**src/rtl/clk_en_sequencer.sv**
```systemverilog
// Power-up sequencer: waits for PLL lock, stabilises, releases PPU then CPU reset,
// and generates master/4 and master/12 clock enables. Optional macro NES_STEP_EN adds CPU halt/single-step.
module clk_en_sequencer #(
    parameter int unsigned STAB_CYCLES = 1024,
    parameter int unsigned GAP_CYCLES  = 16
) (
    input  logic       clk,
    input  logic       rst,
    input  logic       pll_locked,
`ifdef NES_STEP_EN
    input  logic       cpu_halt,
    input  logic       cpu_step,
`endif
    output logic       ppu_rst,
    output logic       cpu_rst,
    output logic       ppu_ce,
    output logic       cpu_ce,
    output logic       ready,
    output logic       lock_lost,
    output logic [1:0] dbg_state,
    output logic [3:0] dbg_phase
);

    typedef enum logic [1:0] {
        S_WAIT   = 2'd0,
        S_STAB   = 2'd1,
        S_PPU_UP = 2'd2,
        S_RUN    = 2'd3
    } state_t;

    localparam logic [15:0] STAB_LAST = 16'(STAB_CYCLES - 1);
    localparam logic [7:0]  GAP_LAST  = 8'(GAP_CYCLES - 1);

    state_t      state;
    state_t      state_next;
    logic [15:0] stab_cnt;
    logic [15:0] stab_cnt_next;
    logic [7:0]  gap_cnt;
    logic [7:0]  gap_cnt_next;
    logic [3:0]  phase;
    logic [3:0]  phase_next;
    logic        lock_drop;

    logic        ppu_rst_next;
    logic        cpu_rst_next;
    logic        ppu_ce_next;
    logic        cpu_ce_next;
    logic        ready_next;
    logic        ce_phase;
    logic        cpu_slot;
    logic        cpu_gate;

    assign ce_phase = (phase == 4'd3) || (phase == 4'd7) || (phase == 4'd11);
    assign cpu_slot = (phase == 4'd11);

    // Phase 0 is the first cycle the PPU sees ppu_rst low, so the phase
    // counter holds until the registered reset output has actually dropped.
    always_comb begin
        state_next    = state;
        stab_cnt_next = stab_cnt;
        gap_cnt_next  = gap_cnt;
        phase_next    = phase;
        lock_drop     = 1'b0;

        case (state)
            S_WAIT: begin
                stab_cnt_next = 16'd0;
                gap_cnt_next  = 8'd0;
                phase_next    = 4'd0;
                if (pll_locked) begin
                    state_next = S_STAB;
                end
            end
            S_STAB: begin
                if (stab_cnt == STAB_LAST) begin
                    state_next    = S_PPU_UP;
                    stab_cnt_next = 16'd0;
                end else begin
                    stab_cnt_next = stab_cnt + 16'd1;
                end
            end
            S_PPU_UP: begin
                if (!ppu_rst) begin
                    phase_next = cpu_slot ? 4'd0 : phase + 4'd1;
                end
                if (gap_cnt == GAP_LAST) begin
                    state_next   = S_RUN;
                    gap_cnt_next = 8'd0;
                end else begin
                    gap_cnt_next = gap_cnt + 8'd1;
                end
            end
            S_RUN: begin
                phase_next = cpu_slot ? 4'd0 : phase + 4'd1;
            end
            default: begin
                state_next = S_WAIT;
            end
        endcase

        if (state != S_WAIT && !pll_locked) begin
            lock_drop     = 1'b1;
            state_next    = S_WAIT;
            stab_cnt_next = 16'd0;
            gap_cnt_next  = 8'd0;
            phase_next    = 4'd0;
        end
    end

`ifdef NES_STEP_EN
    logic step_pend;
    logic step_pend_next;
    logic step_take;

    // A pending step is consumed by the first phase-11 RUN slot while halted.
    always_comb begin
        cpu_gate       = !cpu_halt || step_pend;
        step_take      = (state == S_RUN) && cpu_slot && cpu_halt && step_pend && !lock_drop;
        step_pend_next = cpu_step || (step_pend && !step_take);
        if (state == S_WAIT || lock_drop) begin
            step_pend_next = 1'b0;
        end
    end

    always_ff @(posedge clk) begin
        if (rst) begin
            step_pend <= 1'b0;
        end else begin
            step_pend <= step_pend_next;
        end
    end
`else
    assign cpu_gate = 1'b1;
`endif

    // Outputs follow the current state one edge later, except that a lock
    // drop forces the reset pattern on the very edge that enters WAIT.
    always_comb begin
        ppu_rst_next = 1'b1;
        cpu_rst_next = 1'b1;
        ppu_ce_next  = 1'b0;
        cpu_ce_next  = 1'b0;
        ready_next   = 1'b0;
        if (!lock_drop) begin
            case (state)
                S_PPU_UP: begin
                    ppu_rst_next = 1'b0;
                    ppu_ce_next  = ce_phase;
                end
                S_RUN: begin
                    ppu_rst_next = 1'b0;
                    cpu_rst_next = 1'b0;
                    ready_next   = 1'b1;
                    ppu_ce_next  = ce_phase;
                    cpu_ce_next  = cpu_slot && cpu_gate;
                end
                default: begin
                    ppu_rst_next = 1'b1;
                end
            endcase
        end
    end

    always_ff @(posedge clk) begin
        if (rst) begin
            state     <= S_WAIT;
            stab_cnt  <= 16'd0;
            gap_cnt   <= 8'd0;
            phase     <= 4'd0;
            ppu_rst   <= 1'b1;
            cpu_rst   <= 1'b1;
            ppu_ce    <= 1'b0;
            cpu_ce    <= 1'b0;
            ready     <= 1'b0;
            lock_lost <= 1'b0;
        end else begin
            state     <= state_next;
            stab_cnt  <= stab_cnt_next;
            gap_cnt   <= gap_cnt_next;
            phase     <= phase_next;
            ppu_rst   <= ppu_rst_next;
            cpu_rst   <= cpu_rst_next;
            ppu_ce    <= ppu_ce_next;
            cpu_ce    <= cpu_ce_next;
            ready     <= ready_next;
            lock_lost <= lock_lost || lock_drop;
        end
    end

    assign dbg_state = state;
    assign dbg_phase = phase;

endmodule

```
**config.mk**
```make
export PLATFORM = sky130hd
export DESIGN_NAME = clk_en_sequencer
export DESIGN_NICKNAME = d
export VERILOG_FILES = /design/src/rtl/clk_en_sequencer.sv
export SDC_FILE = /design/constraint.sdc
export NUM_CORES = 1
export LEC_CHECK = 0
export ABC_AREA = 1
export BUFFER_PORTS_ARGS = -buffer_cell sky130_fd_sc_hd__buf_2
export CELL_PAD_IN_SITES_DETAIL_PLACEMENT = 1
export CELL_PAD_IN_SITES_GLOBAL_PLACEMENT = 1
export CORE_MARGIN = 4
export CORE_UTILIZATION = 39
export CTS_CLUSTER_DIAMETER = 120
export DETAILED_ROUTE_END_ITERATION = 6
export PLACE_DENSITY = 0.73
export SLEW_MARGIN = 10
export SYNTH_ARGS = -nofsm -noshare
export SYNTH_HDL_FRONTEND = slang
export SYNTH_SLANG_ARGS = --single-unit
export TNS_END_PERCENT = 100
```
**constraint.sdc**
```tcl
create_clock -name clk -period 1.61 [get_ports clk]
set_input_delay 0.161 -clock clk [delete_from_list [all_inputs] [get_ports clk]]
set_output_delay 0.161 -clock clk [all_outputs]
set_load 0.02 [all_outputs]
```
==> results.tsv, run 1 <==
metric	value	unit
Final Skew	0.00404	ns
cell row count	25	
switching share of power	0.369	
Clk pwr share	0.263	
IO Pins	15	
VDD IR max	0.560	mV
GPL Wtd Cong	0.882	
Pwr Density	1170	nW/um^2
Tcrit/Tclk final	0.932	
clk_lat worst skew	0.29	ns
post-route setup slack	0.110	ns
Syn Area/Cell	7.02	sq um
count leader, synth	nand2_1	
Vias	1898	
Synth Register Bits	36	
Comb pwr share	0.360	
post-route cell area	2290	sq um
Port-buffer cells	14	
dpl ws	0.0556	ns
Clock Tree Buf Depth	2	
DIE AREA	6200	sq um
Reg power frac	0.376	
minimum clock period	1.50	ns
Slowest-stage cell, CP	dfxtp_2	
final WL	5320	um
global-route wire length before repair	9110	um
Synth async-reset ratio	0	
Critical Path, Cell by Cell	inv_1 -> ha_1 -> inv_1 -> o21ai_4 -> inv_1 -> nand3_1 -> nor2_1 -> a21oi_1 -> nor2_1	
Crit path buffers/inverters	3	
P&R area growth vs syn	17.2	%
pin count of the biggest net entering global routing	15	
CTS Buf Count	5	
Wirelength per Cell	14.4	um
core area	4790	sq um
total clock sinks	36	
Setup Viol. Count Final	0	
Slew HR	0.816	
cell taking the most area after synthesis	dfxtp_1	
Synth cell types	30	
post-route ant nets	0	
routed vias/inst	5.13	
global route overflow	0	
outcome	finished clean	
Worst-Margin Slew	0.276	ns
hold_buf cts	0	
n_diodes	0	
layout cells sized above 1	0.195	
fmax	0.667	GHz
Worst Hold Class	primary input to register	
Cells after Synth	278	
top cells by area, synth	dfxtp_1 (37%), nand2_1 (12%), a21oi_1 (7.7%), nand3_1 (7.2%), inv_1 (5.6%)	
vias in the first global route	1959	
max-cap viol count	0	
H-Tree Depth	2	
Initial DRC Count	68	
CTS tree	yes	
# DRC	0	
Worst Path Arrival	1.68	ns
Final HPWL DP	3910	um
Crit path largest cell delay	0.37	ns
Post-synth top cells	nand2_1 (63), dfxtp_1 (36), a21oi_1 (30), inv_1 (29), nand3_1 (28)	
Final Max Slew Viols	0	
critical path endpoint category	register	
Mapped Nets	289	
share of the synthesized area in the top cell type	0.369	
Post-synth EDFFs	0	
commonest register cell after synthesis	dfxtp_1	
Worst Path Required	1.79	ns
Crit Path Max Fanout	5	
Starting Density	0.408	
cell family with most CP delay	flip-flops	
leakage power	0.945	nW
CTS root buffer	clkbuf_8	
Placed Area	2150	sq um
GR Util All Layers	0.189	
DR pass1 iterations	4	
YS warnings	0	
Sum Neg Setup Slack	0	ns
initial antenna violation count	0	
die height	78.7	um
utilization after layout	0.478	
startpoint types	register	
Seq/Total Area, Yosys	0.369	
Die W	78.7	um
switching pwr	0.989	mW
final hold vios	0	
Netlist Area Pre-Place	1950	sq um
most frequent CP cell	inv_1	
critical path type	register to register	
Internal Pwr Total	1.69	mW
Final nets	314	
CTS clk-pin slew, worst paths	0.07	ns
total power	2.68	mW
state kept, by name (all words and copies together) (netlist names):
name	count
stab_cnt	16
gap_cnt	8
dbg_phase	4
dbg_state	2
cpu_ce	1
cpu_rst	1
lock_lost	1
ppu_ce	1
ppu_rst	1
ready	1
worst register-to-register path: stages, from the launching register on:
cell and delay (ns):
dfxtp_2 0.37, inv_1 0.08, ha_1 0.27, inv_1 0.08, o21ai_4 0.19, inv_1 0.09
nand3_1 0.10, nor2_1 0.05, a21oi_1 0.11, nor2_1 0.06
stage by stage:
step | std cells | hold WS (ns)
after floorplan | 278 | 0.230
after global placement | 361 | 0.357
after detailed placement | 361 | 0.359
after CTS | 368 | 0.0444
after global routing | 370 | 0.0407
final | 370 | 0.0532
final cells by class:
cell class | instances | area [sq um]
multi-input cells | 202 | 1100
repair buffers | 23 | 150
clock buffers | 7 | 96.3
fillers | 630 | 2500
flip-flops and latches | 36 | 724
well taps | 67 | 83.8
inverters | 35 | 134
logic make-up (layout without fill, tap and decap cells):
kind of cell / count (synthesis) / count (layout) / synth area share
flops: 36 / 36 / 0.369
fa+ha+maj: 8 / 8 / 0.0513
simple gates: 142 / 142 / 0.348
compound gates: 47 / 47 / 0.130
buf+inv: 40 / 65 / 0.0795
xor+xnor: 5 / 5 / 0.0224
power by group through the flow:
stage | Combinational (mW) | Clock (mW) | Sequential, mW
after CTS | 0.886 | 0.733 | 1.01
final | 0.966 | 0.706 | 1.01
after global routing | 1.07 | 0.773 | 1.02
after floorplan | 0.500 | 0 | 1.07
after detailed placement | 0.878 | 0 | 1.03
after global placement | 0.870 | 0 | 1.02
repair_timing:
| item | in CTS | in global routing |
|---|---|---|
| setup buffers | 0 | 2 |
| endpoints found under the setup margin | 0 | 15 |
| resized for setup | 0 | 9 |
path summary, 6_finish.rpt:
path / cells past startpoint / endpoint / slack (ns) / from
worst max-delay path: 9 / dbg_phase[3] / 0.11 / dbg_state[1]
worst min-delay path: 2 / lock_lost / 0.05 / rst
worst max register to register: 9 / dbg_phase[3] / 0.11 / dbg_state[1]
worst min register to register: 2 / lock_lost / 0.47 / lock_lost
placed cells by master, fill, tap and decap left out, types with 8 or more instances in the layout:
master   instances
nand2_1         63
dfxtp_1         33
a21oi_1         30
inv_1           29
nand3_1         28
nor2_1          24
buf_2           14
o21ai_0          9
buf_4            8
layer usage:
metal | share of wire | vias up | GRT usage
met5 | 0 | - | 0
met4 | 0.020 | 0 | 0.0874
met3 | 0.027 | 9 | 0.0374
met2 | 0.51 | 27 | 0.340
met1 | 0.44 | 908 | 0.213
li1 | - | 954 | -
Note: power is estimated with default switching activity, not from simulation.
==> run 2: changes to the inputs <==
--- a/config.mk
+++ b/config.mk
@@ -11,8 +11,8 @@
 export CELL_PAD_IN_SITES_GLOBAL_PLACEMENT = 1
 export CORE_MARGIN = 4
-export CORE_UTILIZATION = 39
-export CTS_CLUSTER_DIAMETER = 120
+export CORE_UTILIZATION = 46
+export CTS_CLUSTER_DIAMETER = 60
 export DETAILED_ROUTE_END_ITERATION = 6
-export PLACE_DENSITY = 0.73
+export PLACE_DENSITY = 0.81
 export SLEW_MARGIN = 10
 export SYNTH_ARGS = -nofsm -noshare
==> constraint.sdc (replaced) <==
create_clock -name clk -period 1.87 [get_ports clk]
set_input_delay 0.0935 -clock clk [delete_from_list [all_inputs] [get_ports clk]]
set_output_delay 0.0935 -clock clk [all_outputs]
set_load 0.02 [all_outputs]
==> run 2 against run 1 <==
  * Clock skew increased by 0.0033 ns
  * Register-to-register slack improved by 0.15 ns
  * Largest power group unchanged
  * Fmax shrank 6.7%
  * Final cell count shrank 5.7%
  * Setup slack gained 0.15 ns
  * Highest routed layer unchanged
==> results.tsv, run 2 (synthesis gave the netlist of run 1 again) <==
metric	value	unit
max reg flops	16	
most frequent cells in the layout	nand2_1 (63), dfxtp_1 (36), a21oi_1 (30), inv_1 (29), nand3_1 (28)	
Worst Hold Class	primary input to register	
top sig layer	met4	
DP Cell Count	340	
# DRC	0	
outcome	finished clean	
Slew HR	0.789	
CTS root buffer	clkbuf_8	
max-cap viol count	0	
R2R depth	9	
dpl ws	0.247	ns
cell family with most CP delay	flip-flops	
Vias	1854	
n_diodes	0	
Post-Layout Cell Count	349	
Met2 Wirelength	2530	um
Setup Viol. Count Final	0	
initial antenna violation count	0	
Pwr Density	972	nW/um^2
Worst-Margin Slew	0.316	ns
Final HPWL DP	3700	um
pin count of the biggest net entering global routing	16	
global-route wire length before repair	8690	um
RSZ-0062 raised after global routing	false	
most frequent CP cell	inv_1	
Port-buffer cells	14	
leakage power	0.914	nW
Crit path buffers/inverters	3	
Placed Area	2080	sq um
end of the worst hold path	lock_lost	
cell row count	23	
reg2reg setup slack	0.26	ns
H-Tree Depth	2	
die height	73.1	um
Sum Neg Setup Slack	0	ns
Worst Path Required	2.05	ns
post-route cell area	2180	sq um
met3 routed WL	103	um
global route overflow	0	
routed vias/inst	5.31	
Crit path largest cell delay	0.39	ns
IO Pins	15	
Clock Tree Buf Depth	2	
Top reg by flops	stab_cnt	
vias in the first global route	1886	
critical path endpoint category	register	
P&R area growth vs syn	11.9	%
Final Skew	0.00738	ns
CTS tree	yes	
Starting Density	0.481	
Critical Path, Cell by Cell	inv_1 -> ha_1 -> inv_1 -> o21ai_2 -> inv_1 -> nand3_1 -> nor2_1 -> a21oi_1 -> nor2_1	
critical path type	register to register	
hold depth	3	
final WL	5000	um
Multi-input gate area	1070	sq um
CTS clk-pin slew, worst paths	0.07	ns
Slowest-stage cell, CP	dfxtp_1	
GR Util All Layers	0.208	
final hold vios	0	
startpoint types	register	
most common cell after layout, fill and taps aside	nand2_1	
FF/Latch Area	721	sq um
Worst R2R End	dbg_phase[3]	
total clock sinks	36	
post-route ant nets	0	
total power	2.12	mW
Tcrit/Tclk final	0.859	
layout cells sized above 1	0.151	
fmax	0.622	GHz
Die W	73.1	um
hold_sp	pll_locked	
M1 wire length	2270	um
utilization after layout	0.538	
DR pass1 iterations	4	
core area	4060	sq um
DIE AREA	5350	sq um
minimum clock period	1.61	ns
fill cell count	544	
reg2reg start	dbg_state[1]	
post-route setup slack	0.263	ns
WHS	0.123	ns
Wirelength per Cell	14.3	um
Initial DRC Count	101	
clk_lat worst skew	0.29	ns
Crit Path Max Fanout	5	
GPL Wtd Cong	0.897	
Worst Path Arrival	1.79	ns
Final nets	309	
Final Max Slew Viols	0	
VDD IR max	0.601	mV
CTS Buf Count	5	
run 2: report_power, final:
group	internal (mW)	switching, mW	leakage, nW	total, mW
Combinational	0.197	0.487	0.577	0.684
Sequential	0.819	0.0405	0.291	0.859
Clock	0.301	0.276	0.0455	0.577
run 2: cell type report:
class,instances,share of cell area
flip-flops and latches,36,0.330
clock buffers,8,0.0413
multi-input cells,202,0.493
well taps,50,0.0287
inverters,35,0.0602
repair buffers,18,0.0470
run 2: repair_timing:
item                                   4_1_cts  5_1_grt
endpoints found under the hold margin        1        0
hold buffers                                 1        0
gates resized for setup                      0        0
buffers inserted                             0        0
run 2: how the worst max path moves through the flow:
stage	endpoint	cells after the start	slack, ns	start
after detailed placement	dbg_phase[3]	9	0.25	dbg_state[1]
after global placement	stab_cnt[7]	7	0.29	dbg_state[1]
after CTS	stab_cnt[7]	7	0.24	dbg_state[1]
after global routing	stab_cnt[7]	7	0.09	dbg_state[1]
final	dbg_phase[3]	9	0.26	dbg_state[1]
after floorplan	stab_cnt[15]	8	0.18	dbg_state[0]
run 2: worst register-to-register path: cells and delay by family, from the launching register on:
kind / cells / cell delay (ns)
AOI/OAI and AO/OA: 2 / 0.33
adders and majority gates: 1 / 0.28
buffers and inverters: 3 / 0.28
DFF: 1 / 0.39
and+or+nand+nor: 3 / 0.22
run 2: per-layer routing:
layer  GRT usage  vias up
met5           0        -
met4      0.0820        0
met3      0.0441       11
met2       0.357       18
met1       0.252      880
li1            -      945
==> run 3: changes to the inputs <==
ABC_AREA = unset   (was 1)
CORE_ASPECT_RATIO = 0.8   (was unset)
CORE_UTILIZATION = 44   (was 46)
PLACE_DENSITY = 0.76   (was 0.81)
clock period = 1.77 ns   (was 1.87 ns; I/O delays follow)
==> run 3 against run 2 <==
  * The flow now finishes with violations (setup timing)
  * Global-route usage up 1.5 points
  * Clock-buffer cell count down 1
  * First-iteration DRC count up 24%
  * Register-to-register slack worse by 0.27 ns
  * Sequential share of layout area down 1.9 points
  * Clock power up 11%
==> results.tsv, run 3 <==
metric	value	unit
cell family with most CP delay	compound AO/OA/AOI/OAI gates	
clk_lat worst skew	0.29	ns
Vias	1809	
CTS Buf Count	5	
Clock Tree Buf Depth	2	
n_diodes	0	
CTS clk-pin slew, worst paths	0.07	ns
Crit path buffers/inverters	1	
routed vias/inst	5.67	
outcome	finished with violations	
core area	3880	sq um
Wirelength per Cell	17.1	um
initial antenna violation count	0	
reg2reg start	gap_cnt[7]	
post-route cell area	2340	sq um
critical path type	register to register	
WHS	0.174	ns
Pwr Density	1210	nW/um^2
minimum clock period	1.78	ns
Post-synth EDFFs	0	
Synth cell types	47	
Slowest-stage cell, CP	or4_4	
post-route setup slack	-0.00866	ns
global-route wire length before repair	9030	um
Synth Register Bits	36	
Syn Area/Cell	8.34	sq um
Final Max Slew Viols	0	
CTS tree	yes	
Initial DRC Count	125	
RSZ-0062 raised after global routing	true	
commonest register cell after synthesis	dfxtp_1	
end of the worst hold path	lock_lost	
fmax	0.562	GHz
IO Pins	15	
final hold vios	0	
P&R area growth vs syn	29.5	%
post-route ant nets	0	
fill cell count	482	
total power	2.83	mW
Starting Density	0.466	
top cells by area, synth	dfxtp_1 (40%), ha_1 (5.5%), o21ai_0 (5.3%), nor2_1 (4.8%), a21oi_1 (4.1%)	
GPL Wtd Cong	0.904	
Worst Path Arrival	1.96	ns
Worst Hold Class	primary input to register	
max reg flops	16	
Port-buffer cells	14	
max-cap viol count	0	
CTS root buffer	clkbuf_8	
Crit Path Max Fanout	4	
Worst-Margin Slew	0.316	ns
Seq/Total Area, Yosys	0.398	
failing checks	setup timing	
# DRC	0	
Die W	79.7	um
hold depth	4	
count leader, synth	dfxtp_1	
most frequent cells in the layout	dfxtp_1 (30), buf_4 (30), nor2_1 (19), o21ai_0 (18), nand2_1 (18)	
Crit path largest cell delay	0.55	ns
DR pass1 iterations	4	
layout cells sized above 1	0.295	
Sum Neg Setup Slack	-0.00866	ns
Slew HR	0.787	
DP Cell Count	309	
Netlist Area Pre-Place	1810	sq um
Worst R2R End	dbg_state[0]	
Top reg by flops	stab_cnt	
Critical Path, Cell by Cell	or4_4 -> o21a_4 -> a211oi_4 -> buf_4 -> a211oi_2	
leakage power	0.918	nW
reg2reg setup slack	-0.009	ns
hold_sp	pll_locked	
Cells after Synth	217	
final WL	5440	um
Post-synth top cells	dfxtp_1 (36), nor2_1 (23), o21ai_0 (19), nand2_1 (18), a21oi_1 (15)	
cell taking the most area after synthesis	dfxtp_1	
Placed Area	2130	sq um
YS warnings	0	
R2R depth	5	
Worst Path Required	1.95	ns
VDD IR max	0.676	mV
total clock sinks	36	
Post-Layout Cell Count	319	
share of the synthesized area in the top cell type	0.398	
Final HPWL DP	3910	um
DIE AREA	5210	sq um
Synth async-reset ratio	0	
vias in the first global route	1856	
startpoint types	register	
global route overflow	0	
Mapped Nets	228	
Final Skew	0.00367	ns
GR Util All Layers	0.224	
Tcrit/Tclk final	1.00	
Setup Viol. Count Final	1	
pin count of the biggest net entering global routing	18	
cell row count	20	
Final nets	275	
H-Tree Depth	2	
critical path endpoint category	register	
die height	65.4	um
==> run 3: cell count changes after synthesis, moves of 4 or more <==
| cell | delta |
|---|---|
| o21ai_0 | +10 |
| nand2_1 | -45 |
| a31oi_1 | +7 |
| nand3_1 | -18 |
| and2_1 | +4 |
| nand2_2 | -4 |
| and3_1 | +6 |
| inv_1 | -20 |
| nand3b_1 | +4 |
| nor4_1 | +5 |
| inv_2 | -5 |
| a21oi_1 | -15 |
==> run 3: cell families after synthesis <==
group,after synthesis,share of synthesized area
AND/OR/NAND/NOR,95,0.275
AO/OA/AOI/OAI,58,0.205
flip-flops,36,0.398
buffers and inverters,15,0.0408
adder cells (fa/ha/maj),8,0.0553
XOR/XNOR,3,0.0145
multiplexers,2,0.0111
==> run 3: how the worst max path moves through the flow <==
stage | startpoint | to | slack [ns] | depth (start not counted)
final | gap_cnt[7] | dbg_state[0] | -0.009 | 5
after global routing | gap_cnt[7] | dbg_state[0] | -0.03 | 5
after CTS | dbg_state[1] | stab_cnt[10] | -0.02 | 7
after detailed placement | stab_cnt[0] | stab_cnt[11] | -0.16 | 6
after global placement | stab_cnt[0] | stab_cnt[11] | -0.0005 | 6
after floorplan | stab_cnt[0] | stab_cnt[10] | 0.003 | 7
==> run 3: area by class of cell <==
class	instances	area, sq um	share of cell area
Inverter	9	33.8	0.0144
Sequential cell	36	728	0.311
Clock buffer	7	96.3	0.0411
Multi-Input combinational cell	166	1100	0.469
Timing Repair Buffer	46	317	0.135
Tap cell	55	68.8	0.0294
==> run 3: metal layers <==
layer / part of all wire / GRT usage
met1: 0.48 / 0.298
met4: 0.0083 / 0.0708
met2: 0.46 / 0.370
met3: 0.052 / 0.0370
met5: 0 / 0
==> run 3: repair_timing <==
item | CTS | global route
resized for setup | 6 | 19
buffers inserted | 1 | 1
endpoints found under the setup margin | 13 | 20
hold buffers | 1 | 0
endpoints found under the hold margin | 1 | 0
pin swaps | 3 | 3
==> run 3: power by group <==
group	internal, mW	switching, mW	leakage [nW]	total (mW)
sequential	0.866	0.0364	0.293	0.902
combinational	0.540	0.746	0.575	1.29
clock	0.347	0.296	0.0503	0.643
total	1.75	1.08	0.918	2.83
==> run 3: worst register-to-register path, cell delays in order (launching register included) <==
cell      delay [ns]
dfxtp_2         0.33
or4_4           0.55
o21a_4          0.24
a211oi_4        0.31
buf_4           0.18
a211oi_2        0.05
==> run 3: metrics by stage <==
stage / util / setup WS (ns)
after floorplan: - / 0.00276
after global placement: 0.549 / -0.000467
after detailed placement: 0.549 / -0.159
after CTS: 0.585 / -0.0239
after global routing: 0.604 / -0.0333
final: 0.604 / -0.00866
